[src/rtl/qpd_normalizer.sv]
// qpd_normalizer: averages batches of QPD samples and normalises the X/Y
// differences by the averaged SUM using two bit-serial restoring dividers.
//
//   state | meaning
//   IDLE  | waiting for a completed batch
//   LOAD  | latch magnitudes, signs, divisor and low-light flag
//   DIV   | one quotient bit per cycle, outputFracSize+1 cycles
//   DONE  | results presented, out_valid high
module qpd_normalizer #(
  parameter int inputBitSize   = 16,
  parameter int inputFracSize  = 15,
  parameter int outputBitSize  = 16,
  parameter int outputFracSize = 15,
  parameter int avgLog2        = 2,
  parameter int sumMin         = 328
) (
  input  logic                            clk,
  input  logic                            reset,
  input  logic signed [inputBitSize-1:0]  XDIFF,
  input  logic signed [inputBitSize-1:0]  YDIFF,
  input  logic signed [inputBitSize-1:0]  SUM,
  input  logic                            in_valid,
  output logic signed [outputBitSize-1:0] x_norm,
  output logic signed [outputBitSize-1:0] y_norm,
  output logic signed [outputBitSize-1:0] sum_avg,
  output logic                            out_valid,
  output logic                            busy,
  output logic                            low_light,
  output logic                            overrun
);

  localparam int IW = inputBitSize;
  localparam int OW = outputBitSize;
  localparam int OF = outputFracSize;
  localparam int AL = avgLog2;
  localparam int AW = IW + AL;
  localparam int RW = IW + 2;
  localparam int QW = OF + 1;
  localparam int CW = AL + 1;
  localparam int BW = $clog2(QW) + 1;
  localparam int WW = ((QW > OW) ? QW : OW) + 1;
  localparam int LW = ((AW > OW) ? AW : OW) + 1;

  localparam logic [CW-1:0]        CNT_LAST = CW'((1 << AL) - 1);
  localparam logic [BW-1:0]        BIT_LAST = BW'(OF);
  localparam logic [WW-1:0]        Q_MAX    = (WW'(1) << (OW - 1)) - WW'(1);
  localparam logic signed [LW-1:0] OUT_MAX  = (LW'(1) << (OW - 1)) - LW'(1);
  localparam logic signed [LW-1:0] OUT_MIN  = -OUT_MAX - LW'(1);

  typedef enum logic [1:0] {IDLE, LOAD, DIV, DONE} state_t;

  state_t state, state_nxt;
  logic   start, div_last;

  logic signed [AW-1:0] acc_x, acc_y, acc_s;
  logic signed [AW-1:0] nxt_x, nxt_y, nxt_s;
  logic signed [AW-1:0] avg_x, avg_y, avg_s;
  logic [CW-1:0]        cnt;
  logic                 batch_last, fsm_free, batch_take, batch_drop, pending;

  logic [RW-1:0]        den, rem_x, rem_y, sh_x, sh_y, rem_x_nxt, rem_y_nxt;
  logic [QW-1:0]        q_x, q_y, q_x_nxt, q_y_nxt;
  logic [BW-1:0]        bit_cnt;
  logic                 neg_x, neg_y, low_q;
  logic signed [OW-1:0] sum_q;

  // magnitude of an average; averages always fit in IW signed bits
  function automatic logic [RW-1:0] mag(input logic signed [AW-1:0] v);
    logic [AW-1:0] a;
    a = v[AW-1] ? -v : v;
    return RW'(a[IW-1:0]);
  endfunction

  // saturate the quotient magnitude (never producing the most negative code) and apply sign
  function automatic logic signed [OW-1:0] to_out(input logic [QW-1:0] q, input logic neg);
    logic [WW-1:0] qw, m;
    qw = WW'(q);
    m  = (q[QW-1] || (qw > Q_MAX)) ? Q_MAX : qw;
    return neg ? -OW'(m) : OW'(m);
  endfunction

  function automatic logic signed [OW-1:0] clamp(input logic signed [AW-1:0] v);
    logic signed [LW-1:0] w;
    w = LW'(v);
    if (w > OUT_MAX)      w = OUT_MAX;
    else if (w < OUT_MIN) w = OUT_MIN;
    return OW'(w);
  endfunction

  assign nxt_x      = acc_x + AW'(XDIFF);
  assign nxt_y      = acc_y + AW'(YDIFF);
  assign nxt_s      = acc_s + AW'(SUM);
  assign batch_last = in_valid && (cnt == CNT_LAST);
  assign fsm_free   = (state == IDLE) && !pending;
  assign batch_take = batch_last && fsm_free;
  assign batch_drop = batch_last && !fsm_free;

  // accumulate samples; restart cleanly on the sample that closes a batch
  always_ff @(posedge clk) begin
    if (reset) begin
      acc_x <= '0;
      acc_y <= '0;
      acc_s <= '0;
      cnt   <= '0;
    end else if (in_valid) begin
      if (cnt == CNT_LAST) begin
        acc_x <= '0;
        acc_y <= '0;
        acc_s <= '0;
        cnt   <= '0;
      end else begin
        acc_x <= nxt_x;
        acc_y <= nxt_y;
        acc_s <= nxt_s;
        cnt   <= cnt + 1'b1;
      end
    end
  end

  // hand completed batches to the FSM, or drop them and flag overrun when it is occupied
  always_ff @(posedge clk) begin
    if (reset) begin
      pending <= 1'b0;
      overrun <= 1'b0;
      avg_x   <= '0;
      avg_y   <= '0;
      avg_s   <= '0;
    end else begin
      if (batch_take) begin
        pending <= 1'b1;
        avg_x   <= nxt_x >>> AL;
        avg_y   <= nxt_y >>> AL;
        avg_s   <= nxt_s >>> AL;
      end else if (start) begin
        pending <= 1'b0;
      end
      if (batch_drop) overrun <= 1'b1;
    end
  end

  // FSM state register
  always_ff @(posedge clk) begin
    if (reset) state <= IDLE;
    else       state <= state_nxt;
  end

  // FSM next state and status outputs
  always_comb begin
    state_nxt = state;
    start     = 1'b0;
    div_last  = 1'b0;
    out_valid = 1'b0;
    busy      = (state != IDLE);
    case (state)
      IDLE: begin
        if (pending) begin
          state_nxt = LOAD;
          start     = 1'b1;
        end
      end
      LOAD: state_nxt = DIV;
      DIV: begin
        if (bit_cnt == BIT_LAST) begin
          state_nxt = DONE;
          div_last  = 1'b1;
        end
      end
      DONE: begin
        out_valid = 1'b1;
        state_nxt = IDLE;
      end
      default: state_nxt = IDLE;
    endcase
  end

  // one restoring step per divider; the first step is the unshifted integer-bit test
  always_comb begin
    sh_x      = (bit_cnt == '0) ? rem_x : (rem_x << 1);
    sh_y      = (bit_cnt == '0) ? rem_y : (rem_y << 1);
    rem_x_nxt = (sh_x >= den) ? (sh_x - den) : sh_x;
    rem_y_nxt = (sh_y >= den) ? (sh_y - den) : sh_y;
    q_x_nxt   = (q_x << 1) | QW'(sh_x >= den);
    q_y_nxt   = (q_y << 1) | QW'(sh_y >= den);
  end

  // divider datapath and result registers
  always_ff @(posedge clk) begin
    if (reset) begin
      den       <= '0;
      rem_x     <= '0;
      rem_y     <= '0;
      q_x       <= '0;
      q_y       <= '0;
      bit_cnt   <= '0;
      neg_x     <= 1'b0;
      neg_y     <= 1'b0;
      low_q     <= 1'b0;
      sum_q     <= '0;
      x_norm    <= '0;
      y_norm    <= '0;
      sum_avg   <= '0;
      low_light <= 1'b0;
    end else begin
      if (state == LOAD) begin
        rem_x   <= mag(avg_x);
        rem_y   <= mag(avg_y);
        neg_x   <= avg_x[AW-1];
        neg_y   <= avg_y[AW-1];
        den     <= RW'(avg_s[IW-1:0]);
        low_q   <= (int'(avg_s) < sumMin);
        sum_q   <= clamp(avg_s);
        q_x     <= '0;
        q_y     <= '0;
        bit_cnt <= '0;
      end else if (state == DIV) begin
        rem_x   <= rem_x_nxt;
        rem_y   <= rem_y_nxt;
        q_x     <= q_x_nxt;
        q_y     <= q_y_nxt;
        bit_cnt <= bit_cnt + 1'b1;
      end
      if (div_last) begin
        x_norm    <= low_q ? '0 : to_out(q_x_nxt, neg_x);
        y_norm    <= low_q ? '0 : to_out(q_y_nxt, neg_y);
        sum_avg   <= sum_q;
        low_light <= low_q;
      end
    end
  end

endmodule

[config.mk]
export PLATFORM = sky130hd
export DESIGN_NAME = qpd_normalizer
export DESIGN_NICKNAME = d
export VERILOG_FILES = /design/src/rtl/qpd_normalizer.sv
export SDC_FILE = /design/constraint.sdc
export NUM_CORES = 1
export LEC_CHECK = 0
export CAP_MARGIN = 30
export CORE_ASPECT_RATIO = 1.25
export CORE_MARGIN = 4
export CORE_UTILIZATION = 42
export DETAILED_ROUTE_END_ITERATION = 12
export SLEW_MARGIN = 30
export SYNTH_ARGS = -nofsm -noshare
export SYNTH_HDL_FRONTEND = slang
export SYNTH_SLANG_ARGS = --single-unit
[constraint.sdc]
create_clock -name clk -period 10.8 [get_ports clk]
set_input_delay 2.16 -clock clk [delete_from_list [all_inputs] [get_ports clk]]
set_output_delay 2.16 -clock clk [all_outputs]
set_load 0.03 [all_outputs]
==> impl_summary.md, run 1 <==
Clock tree
The number of instances resized during post-cts repair is 0. TritonCTS built the clock tree. The worst-skew pair later-pin latency is 0.57 ns. CTS built an H-tree with a depth of 1. The buffer count from post-CTS setup fixing is 0. Clock tree synthesis found a total of 264 sinks. The tree is rooted in a clkbuf_16. Buffers inserted to repair hold after CTS numbered 0. The TritonCTS buffer count is 28. The clock transition at the register clock pins on the worst setup and hold paths after CTS is 0.07 ns. In this run the deepest clock path goes through 3 buffers.

Yosys
After synthesis, the cell types taking the most area are dfxtp_1 (34%), nand2_1 (9.6%), ha_1 (7.7%). For this run, the register share of the synthesized area comes to 33.9%. The average instance in the mapped netlist occupies 7.68 um^2.

After synthesis the cells add up to 15600 um^2. Synthesis handed over a netlist of 2031 instances. The biggest area consumer among synthesized cells is dfxtp_1. In this run, synthesis produced a sequential element count of 264. In the synthesized netlist the dominant register cell turns out to be dfxtp_1. The number of nets handed over by synthesis was 2183. The share of synthesized flip-flops with an asynchronous set or reset is 0%. The share of Yosys cell area claimed by the top area cell type is 33.9%. The netlist uses 75 different library cells. The count of yosys warnings during synthesis is 0. The number of flops mapped to enable cells by yosys is 0.

STA
For the pin with the worst max-slew slack, the measured transition is 0.853 ns. The worst path in the final design needs a cycle of 5.19 ns, including I/O delays and setup. Setup violations remaining at the end of the flow were counted as 0.

Setup repair after global routing left no endpoint under its margin. The final hold violation count is 0. The post-route clock skew is 0.0166 ns. The worst hold margin is 0.451 ns.

The total count of max-transition violations in the final report is 0. Static timing analysis puts the maximum clock frequency at 0.193 GHz. The total negative slack is 0 ns. The headroom to the max-slew limit is 43.0%. The worst path uses 48.0% of the clock period.

Drt
In the detailed route, the total length drawn on met2 is 19800 um. The routed layout has 14.0k vias. The final routed DRC violation total is 0.

In the final routing, the length of wire on met1 measures 18000 um. Dividing the detail-routed wire length by the instance count gives 15.7 um. The count of nets left with antenna violations after detail routing is 0. The routed length on met3 is 1390 um.

After detailed routing, the number of vias per cell comes to 5.44. For this block, the routed nets add up to 40300 um of wire. The count of TritonRoute iterations in the first routing pass is 5.

The highest routing layer actually used is met4. The initial DRC count is 818.

Critical path
The worst register-to-register path has a depth of 21. The data required time at the worst endpoint is 11.25 ns. At the worst endpoint, the arrival time is 5.64 ns.

The worst register-to-register path begins at bit_cnt[0]. The worst setup path is captured at a flip-flop. The worst-case register-to-register setup slack is 5.61 ns. In this run the critical register-to-register path is captured at y_norm[14]. The worst setup path is launched from a flip-flop. The critical path is of the flip-flop to flip-flop type.

Along the worst path, the maximum fanout reaches 39.

Run
The reported max-cap violation count is 0.

Die
The floorplan step defined a core boundary enclosing 36500 um^2. The chip width is 180 um. The vertical extent of the die is 223 um.

After floorplanning, the core was divided into 78 placement rows. The die covers 40300 um^2. The initial core utilization is 42.7%. 103 I/O pins were placed.

Place
The count of buffers inserted at the top-level ports is 102. Counting tap cells, the placed design contains a total of 2515 instances. The last weighted congestion value of the routability-driven placer is 0.917. Once detailed placement completed, the half-perimeter wirelength came to 29200 um.

GRT
The pin count of the biggest net entering global routing is 102. The total overflow left after global routing is 0. The total track usage is 19.3%. The number of antenna violations at the first check in global routing is 0. The number of global-route vias before repair is 13.5k. The first-pass GRT wire length is 67100 um.

Final layout
The number of antenna repair diodes is 0. In the layout the commonest cells are nand2_1 (398), dfxtp_1 (264), nor2_1 (227), a21oi_1 (191), clkdlybuf4s50_1 (101). After the flow finishes, the layout carries non-filler instances totaling 2567. The total number of nets in the final design is 2217. The most common library cell in the layout ignoring fill and taps is nand2_1.

The fill cell instance count of the final layout is 3670. The layout overhead on the synthesized area is 14.9%. The share of layout cells above drive strength 1 is 4.84%.

Worst hold path
Along the worst hold path, the cell count comes to 2. For hold timing, the worst endpoint is x_norm[15]. The worst hold path belongs to the class flip-flop to flip-flop. The startpoint identified for the worst hold timing path is x_norm[15].

Power and ir drop
For this design the ratio of total power to cell area is 268 nW/um^2. VDD sags by at most 0.000231 V. The reported leakage power is 6.97 nW.

Status
The run finished with clean final reports.
## logic make-up (layout without fill, tap and decap cells)
| logic type | after synthesis | count (layout) | share of synthesized area [%] |
|---|---|---|---|
| AND/OR/NAND/NOR | 799 | 799 | 22.1 |
| AO/OA/AOI/OAI | 526 | 526 | 21.5 |
| flip-flops | 264 | 264 | 33.9 |
| buffers and inverters | 175 | 231 | 4.40 |
| XOR/XNOR | 112 | 112 | 6.29 |
| adder cells (fa/ha/maj) | 101 | 101 | 8.34 |
| multiplexers | 54 | 54 | 3.51 |
## per-stage QoR
| step | worst slack, ns | area, um^2 | power (W) | utilization (%) |
|---|---|---|---|---|
| global placement | 5.42 | 16900 | 0.00375 | 46.4 |
| finish | 5.61 | 17900 | 0.00480 | 49.1 |
| detailed placement | 5.37 | 16900 | 0.00377 | 46.4 |
| global route | 5.20 | 17900 | 0.00519 | 49.1 |
| CTS | 5.62 | 17900 | 0.00482 | 49.1 |
| floorplan | 5.98 | 15600 | 0.00331 | - |
## worst max-delay path by stage
stage | endpoint | from | slack [ns] | cells past startpoint
2_1_floorplan | y_norm[14] | bit_cnt[0] | 5.98 | 24
3_3_place_gp | avg_y[14] | YDIFF[0] | 5.42 | 13
3_5_place_dp | avg_y[14] | YDIFF[0] | 5.37 | 13
4_1_cts | y_norm[14] | bit_cnt[0] | 5.62 | 21
5_1_grt | y_norm[14] | bit_cnt[1] | 5.20 | 21
6_report | y_norm[14] | bit_cnt[0] | 5.61 | 21
## synth_stat cells, types with 36 or more instances
master,number
xnor2_1,76
clkbuf_1,92
mux2i_1,48
nor2_1,230
dfxtp_1,264
ha_1,96
a22oi_1,49
inv_1,59
nor3_1,38
a21oi_1,193
nand2_1,398
o21ai_0,71
xor2_1,36
## where the power goes
group | switching [W] | internal, W | leakage, nW | total [W]
clock | 0.000432 | 0.000585 | 0.470 | 0.00102
combinational | 0.00154 | 0.00112 | 4.36 | 0.00266
sequential | 0.0000655 | 0.00106 | 2.14 | 0.00112
## per-layer routing
metal / up-vias / track usage (%)
met5: - / 0
met4: 0 / 5.78
met3: 62 / 2.10
met2: 239 / 35.0
met1: 6502 / 24.1
li1: 7153 / -
## final cells by class
| type | count | area, um^2 | share of cell area, % |
|---|---|---|---|
| Tap cell | 480 | 601 | 3.35 |
| Inverter | 61 | 229 | 1.28 |
| Clock buffer | 36 | 771 | 4.30 |
| Sequential cell | 264 | 5290 | 29.5 |
| Clock inverter | 16 | 210 | 1.17 |
| Multi-Input combinational cell | 1592 | 9680 | 54.0 |
| Timing Repair Buffer | 118 | 1150 | 6.40 |
## worst max-delay path, stage by stage (launching register included)
cell and delay (ns):
dfxtp_1 0.34, inv_1 0.06, ha_1 0.16, or4b_4 0.71, nand2_1 0.16, nand2_1 0.11
fa_1 0.45, a21oi_1 0.26, o21ai_0 0.16, a211oi_1 0.23, o21ai_0 0.19, a211oi_4 0.32
nor2b_1 0.22, ha_1 0.22, nand2_1 0.10, o31ai_1 0.37, nand2_1 0.16, a21oi_1 0.28
nand2_1 0.10, a22o_1 0.24, a22oi_1 0.15, nor2_1 0.05
## sequential cells by signal (all words and copies together) (netlist names), 2 cells and up
signal   flops
acc_y       18
avg_y       16
q_y         15
den         16
state        2
cnt          3
x_norm      16
rem_y       18
rem_x       18
avg_x       16
sum_avg     16
q_x         15
y_norm      16
sum_q       16
bit_cnt      5
avg_s       16
acc_x       18
acc_s       18
Note: power is estimated with default switching activity, not from simulation.
==> run 2: changes to the inputs <==
==> constraint.sdc (replaced) <==
create_clock -name clk -period 4.9 [get_ports clk]
set_input_delay 0.98 -clock clk [delete_from_list [all_inputs] [get_ports clk]]
set_output_delay 0.98 -clock clk [all_outputs]
set_load 0.03 [all_outputs]
==> run 2 against run 1 <==
Effect of this change: die area stayed put; non-clock buffer count increased by 6; clock-buffer cell count increased by 7; clock skew up 0.0094 ns; sequential power up 120%; fmax up 13%; final cell count rose by 0.35%; register-to-register slack worse by 5.3 ns; worst setup slack worse by 5.3 ns; critical path depth up 1; worst hold slack got worse by 0.0040 ns; critical path type unchanged; critical endpoint unchanged; largest cell class unchanged.
==> impl_summary.md, run 2 (same netlist as run 1, synthesis figures left out) <==
STA
The headroom to the max-slew limit was 36.2% (was 43.0%). The total count of max-transition violations in the final report came to 0 (unchanged). The actual transition at the worst max-transition pin is 0.954 ns (was 0.853 ns). The clock period minus worst slack is 4.60 ns (was 5.19 ns). The final hold violation count is 0 (unchanged). The achievable frequency is 0.218 GHz (was 0.193 GHz). The share of the cycle needed by the critical path after routing is 93.8% (was 48.0%). The post-route clock skew is 0.0260 ns (was 0.0166 ns). The number of setup violations in the final report is 0 (unchanged).

Final layout
The number of antenna repair diodes is 0 (unchanged). The most common library cell in the layout ignoring fill and taps was nand2_1 (unchanged). The share of the core filled with cells in the final layout came to 49.4% (was 49.1%). The number of standard cells in the layout, taps in and fillers out is 2576 (was 2567). The total number of nets in the final design came to 2225 (was 2217). Most used cells in the layout excluding fill and tap cells: nand2_1 (398), dfxtp_1 (264), nor2_1 (228), a21oi_1 (188), clkdlybuf4s50_1 (101) (was nand2_1 (398), dfxtp_1 (264), nor2_1 (227), a21oi_1 (191), clkdlybuf4s50_1 (101)). The share of layout cells above drive strength 1 is 5.49% (was 4.84%). The layout overhead on the synthesized area is 15.7% (was 14.9%).

Drt
The count of nets left with antenna violations after detail routing came to 0 (unchanged). The via density per instance was 5.45 (was 5.44). The final routed DRC violation total is 0 (unchanged). The detail-routed net length per standard cell is 16.1 um (was 15.7 um).

The count of TritonRoute iterations in the first routing pass is 5 (unchanged). The routed wire length is 41400 um (was 40300 um). The total vias in the final route came to 14.0k (about the same). The initial DRC count was 940 (was 818).

Clock tree
The worst-skew pair later-pin latency came to 0.58 ns (was 0.57 ns). The clock root buffer is clkbuf_16 (unchanged). The total clock sinks is 264 (unchanged). The cts-stage hold buffer count is 0 (unchanged). The clock tree buffer depth is 3 (unchanged). The CTS tree is done (unchanged). The level count of the clock H-tree is 1 (unchanged). The clock transition at the register clock pins on the worst setup and hold paths after CTS is 0.06 ns (was 0.07 ns). The TritonCTS buffer count was 30 (was 28).

Critical path
The cell with the most instances on the worst path is nand2_1 (unchanged). The critical path endpoint category is a flip-flop (unchanged). The worst path arrival time is 5.05 ns (was 5.64 ns). The largest fanout of any net on the critical path came to 19 (was 39). Ordered list of cells on the worst path: inv_1, ha_1, or4b_4, buf_4, nand2_1, nand2_1, ha_1, a21oi_1, o21ai_0, a211oi_1, o21ai_0, a211oi_4, nor2b_2, ha_1, nand2_1, o31ai_2, nand2_1, a21oi_2, nand2_1, a22o_1, a22oi_1, nor2_1 (was inv_1, ha_1, or4b_4, nand2_1, nand2_1, fa_1, a21oi_1, o21ai_0, a211oi_1, o21ai_0, a211oi_4, nor2b_1, ha_1, nand2_1, o31ai_1, nand2_1, a21oi_1, nand2_1, a22o_1, a22oi_1, nor2_1). The critical path startpoint category was a flip-flop (unchanged). The delay of the slowest critical-path stage is 0.48 ns (was 0.71 ns).

The slowest stage cell on the critical path is or4b_4 (unchanged). The buffer and inverter count on the worst path was 2 (was 1). The category of cells accounting for the largest share of critical-path delay is compound AO/OA/AOI/OAI gates (unchanged).

The data required time at the worst endpoint came to 5.35 ns (was 11.25 ns). The category of the most critical setup path is flip-flop to flip-flop (unchanged).

Power and ir drop
The reported leakage power is 7.05 nW (was 6.97 nW). The power density over cell area is 598 nW/um^2 (was 268 nW/um^2). The worst ir drop on vdd is 0.000456 V (was 0.000231 V).

Status
Result of the run: completed (unchanged).

Die
The vertical extent of the die is 223 um (unchanged). The standard cell core area came to 36500 um^2 (unchanged). The chip width is 180 um (unchanged). The number of top-level pins is 103 (unchanged). The die footprint is 40300 um^2 (unchanged). The initial core utilization is 42.7% (unchanged). The placement row count is 78 (unchanged).

GRT
The number of global-route vias before repair is 13.5k (about the same). The pin count of the biggest net entering global routing is 119 (was 102). The total congestion overflow after global routing is 0 (unchanged). The total track usage is 19.8% (was 19.3%). The number of antenna violations at the first check in global routing came to 0 (unchanged). The first-pass GRT wire length came to 67800 um (was 67100 um).

Worst hold path
The type of the most critical hold path is flip-flop to flip-flop (unchanged).

Run
The reported max-cap violation count is 0 (unchanged).

Place
The count of buffers inserted at the top-level ports is 102 (unchanged). The HPWL reported at the end of detailed placement is 30100 um (was 29200 um). The last weighted congestion value of the routability-driven placer came to 0.904 (was 0.917). The cell count after placement was 2520 (was 2515).
-- run 2: cell count changes in the layout (fill, tap and decap cells not counted), sizes merged --
cell	before	now
inv	62	60
clkbuf	36	43
buf	17	23
clkinvlp	3	1
-- run 2: final timing paths --
kind              start    endpoint  slack [ns]  cells past startpoint
max          bit_cnt[0]  y_norm[14]        0.30                     22
min          x_norm[15]  x_norm[15]        0.45                      2
max reg2reg  bit_cnt[0]  y_norm[14]        0.30                     22
min reg2reg  x_norm[15]  x_norm[15]        0.45                      2
-- run 2: metal layers --
metal | share of wire [%] | track usage (%) | up-vias | routed length, um
met4 | 3.5 | 6.93 | 0 | 1450
li1 | - | - | 7172 | -
met3 | 3.9 | 2.28 | 68 | 1610
met1 | 44 | 24.9 | 6534 | 18400
met2 | 48 | 35.0 | 260 | 19900
met5 | 0 | 0 | - | 0
-- run 2: cell type report --
class,count,area (um^2)
multi-input cells,1592,9690
inverters,61,229
flip-flops and latches,264,5290
well taps,480,601
clock inverters,12,153
fillers,3613,18500
clock buffers,43,890
repair buffers,124,1200
-- run 2: worst min-delay path: stages, from the launching register on --
cell	delay (ns)
dfxtp_1	0.31
nand2_1	0.05
nand2_1	0.04
-- run 2: per-stage QoR --
step	hold slack, ns	total power [W]	instance area, um^2	worst slack, ns	TNS, ns
4_1_cts	0.448	0.0108	18000	0.110	0
6_report	0.447	0.0108	18000	0.302	0
3_3_place_gp	0.435	0.00841	17000	0.236	0
3_5_place_dp	0.439	0.00842	17000	0.0999	0
5_1_grt	0.453	0.0117	18000	-0.00666	-0.00666
2_1_floorplan	0.429	0.00729	15600	0.0750	0
-- run 2: power by group --
group	leakage, nW	total (W)	switching (W)	internal (W)
clock	0.516	0.00234	0.000927	0.00141
combinational	4.40	0.00596	0.00344	0.00253
sequential	2.14	0.00248	0.000151	0.00233
-- run 2: what timing repair did --
| item | in CTS | in global routing |
|---|---|---|
| setup endpoints to repair | 0 | 3 |
| setup buffers | 0 | 1 |
| resized for setup | 0 | 5 |
==> run 3: changes to the inputs <==
--- a/config.mk
+++ b/config.mk
@@ -10,6 +10,7 @@
 export CORE_MARGIN = 4
 export CORE_UTILIZATION = 42
 export DETAILED_ROUTE_END_ITERATION = 12
+export GPL_ROUTABILITY_DRIVEN = 0
 export SLEW_MARGIN = 30
 export SYNTH_ARGS = -nofsm -noshare
 export SYNTH_HDL_FRONTEND = slang
==> run 3 against run 2 <==
Effect of this change: clock skew fell by 0.0088 ns; combinational power is 0.7% higher; via count decreased by 0.29%; fmax grew 0.85%; critical path depth down 1.
==> impl_summary.md, run 3 (same netlist as run 1, synthesis figures left out) <==
GRT
The first-pass GRT wire length is 68000 um (was 67800 um). The total congestion overflow after global routing is 0 (unchanged). The number of antenna violations at the first check in global routing is 0 (unchanged).

The number of global-route vias before repair is 13.5k (about the same). The pin count of the biggest net entering global routing was 84 (was 119). The total track usage was 19.8% (about the same).

Clock tree
The worst-skew pair later-pin latency came to 0.57 ns (was 0.58 ns). The clock root buffer is clkbuf_16 (unchanged). The clock transition at the register clock pins on the worst setup and hold paths after CTS is 0.06 ns (about the same). The cts-stage hold buffer count is 0 (unchanged). The total clock sinks is 264 (unchanged). The clock tree buffer depth came to 3 (unchanged). The level count of the clock H-tree was 1 (unchanged).

The buffer count from post-CTS setup fixing is 0 (unchanged). The CTS tree is done (unchanged). The TritonCTS buffer count is 30 (unchanged). The number of instances resized during post-cts repair came to 0 (unchanged).

Drt
The via density per instance is 5.43 (was 5.45). The total vias in the final route is 14.0k (about the same). The final routed DRC violation total is 0 (unchanged). The detail-routed net length per standard cell is 16.1 um (about the same).

The initial DRC count came to 883 (was 940). The routed wire length is 41400 um (about the same). The count of nets left with antenna violations after detail routing is 0 (unchanged).

The count of TritonRoute iterations in the first routing pass is 5 (unchanged).

STA
The total count of max-transition violations in the final report is 0 (unchanged). Setup repair after global routing left no endpoint under its margin. The final hold violation count was 0 (unchanged).

The number of setup violations in the final report is 0 (unchanged). The total negative slack is 0 ns (unchanged). The headroom to the max-slew limit was 37.1% (was 36.2%).

The clock period minus worst slack was 4.56 ns (was 4.60 ns). The actual transition at the worst max-transition pin is 0.943 ns (was 0.954 ns). The achievable frequency is 0.219 GHz (was 0.218 GHz). The share of the cycle needed by the critical path after routing is 93.0% (was 93.8%). The post-route clock skew came to 0.0172 ns (was 0.0260 ns).

The final critical-path setup slack came to 0.341 ns (was 0.302 ns).

Critical path
The slowest stage cell on the critical path is or4b_4 (unchanged). The category of the most critical setup path is flip-flop to flip-flop (unchanged). The category of cells accounting for the largest share of critical-path delay is compound AO/OA/AOI/OAI gates (unchanged).

The largest fanout of any net on the critical path is 4 (was 19). The buffer and inverter count on the worst path is 1 (was 2). The startpoint of the worst setup timing path is bit_cnt[0] (unchanged). The critical path startpoint category is a flip-flop (unchanged). Ordered list of cells on the worst path: inv_1, ha_1, or4b_4, nand2_1, nand2_1, fa_1, a21oi_1, o21ai_0, a211oi_1, o21ai_0, a211oi_4, nor2b_2, ha_1, nand2_1, o31ai_4, nand2_1, a21oi_2, nand2_1, a22o_1, a22oi_1, nor2_1 (was inv_1, ha_1, or4b_4, buf_4, nand2_1, nand2_1, ha_1, a21oi_1, o21ai_0, a211oi_1, o21ai_0, a211oi_4, nor2b_2, ha_1, nand2_1, o31ai_2, nand2_1, a21oi_2, nand2_1, a22o_1, a22oi_1, nor2_1). The cell with the most instances on the worst path is nand2_1 (unchanged).

The data required time at the worst endpoint was 5.34 ns (was 5.35 ns). The delay of the slowest critical-path stage was 0.48 ns (about the same). The critical path endpoint category is a flip-flop (unchanged). The reg-to-reg startpoint is bit_cnt[0] (unchanged). The worst path arrival time was 5.00 ns (was 5.05 ns).

Place
The minimum setup slack after placement is 0.146 ns (was 0.0999 ns). The cell count after placement is 2523 (was 2520). The count of buffers inserted at the top-level ports came to 102 (unchanged). The HPWL reported at the end of detailed placement came to 30100 um (about the same).

Die
The vertical extent of the die was 223 um (unchanged). The initial core utilization is 42.7% (unchanged). The die footprint is 40300 um^2 (unchanged). The number of top-level pins is 103 (unchanged). The standard cell core area is 36500 um^2 (unchanged). The placement row count is 78 (unchanged). The chip width was 180 um (unchanged).

Final layout
The number of antenna repair diodes is 0 (unchanged). The share of layout cells above drive strength 1 is 5.48% (was 5.49%). The total number of nets in the final design came to 2227 (was 2225). Most used cells in the layout excluding fill and tap cells: nand2_1 (398), dfxtp_1 (264), nor2_1 (228), a21oi_1 (187), clkdlybuf4s50_1 (101) (was nand2_1 (398), dfxtp_1 (264), nor2_1 (228), a21oi_1 (188), clkdlybuf4s50_1 (101)). The most common library cell in the layout ignoring fill and taps is nand2_1 (unchanged). The layout overhead on the synthesized area is 15.4% (was 15.7%). The number of standard cells in the layout, taps in and fillers out is 2578 (was 2576).

Power and ir drop
The power after layout was 0.0107 W (was 0.0108 W). The worst ir drop on vdd is 0.000451 V (was 0.000456 V). The part of the total power dissipated in combinational logic is 56.1% (was 55.3%). The clock share of power is 20.7% (was 21.7%). The power density over cell area came to 594 nW/um^2 (was 598 nW/um^2).

The net switching power figure was 0.00454 W (was 0.00451 W). The sequential share of power is 23.2% (was 23.0%). The internal power is 0.00615 W (was 0.00627 W). The reported leakage power is 7.03 nW (was 7.05 nW).

The fraction of power spent switching nets is 42.5% (was 41.8%).

Worst hold path
The type of the most critical hold path is flip-flop to flip-flop (unchanged). The start point of the worst hold path is x_norm[15] (unchanged).

Run
The reported max-cap violation count is 0 (unchanged).

Status
Result of the run: completed (unchanged).
-- run 3: cell count changes in the layout (fill, tap and decap cells not counted), sizes merged --
cell      before  now
clkinvlp       1    2
clkinv         9   11
buf           23   25
bufinv         3    2
clkbuf        43   41
-- run 3: cell type report --
cell class              instances  area (um^2)
repair buffers                126         1200
multi-input cells            1592         9710
fillers                      3662        18500
clock buffers                  41          832
inverters                      61          229
clock inverters                14          140
well taps                     480          601
flip-flops and latches        264         5290
-- run 3: worst paths after layout --
check / end / slack, ns / cells past startpoint
max: y_norm[14] / 0.34 / 21
min reg2reg: x_norm[15] / 0.44 / 2
min: x_norm[15] / 0.44 / 2
max reg2reg: y_norm[14] / 0.34 / 21
-- run 3: power groups by stage --
stage          Combinational, W  Clock, W  Sequential, W
2_1_floorplan           0.00481         0        0.00248
3_3_place_gp            0.00585         0        0.00252
3_5_place_dp            0.00588         0        0.00252
4_1_cts                 0.00593   0.00228        0.00248
5_1_grt                 0.00668   0.00236        0.00250
6_report                0.00600   0.00222        0.00248
-- run 3: per-stage QoR --
stage               hold WS (ns)  util [%]  area [um^2]
floorplan                  0.429         -        15600
global placement           0.438      46.5        17000
detailed placement         0.437      46.5        17000
CTS                        0.447      49.2        18000
global route               0.459      49.3        18000
finish                     0.442      49.3        18000
-- run 3: worst reg2reg max path: cells and delay by family, from the launching register on --
kind,cells,cell delay [ns]
simple gates,8,1.27
flops,1,0.34
compound gates,9,1.93
fa+ha+maj,3,0.81
buf+inv,1,0.07
-- run 3: routing by layer --
| metal | vias up | GRT usage (%) | share of wire (%) |
|---|---|---|---|
| li1 | 7182 | - | - |
| met1 | 6492 | 24.8 | 45 |
| met2 | 254 | 35.2 | 48 |
| met3 | 66 | 2.33 | 3.6 |
| met4 | 0 | 6.56 | 3.2 |
| met5 | - | 0 | 0 |
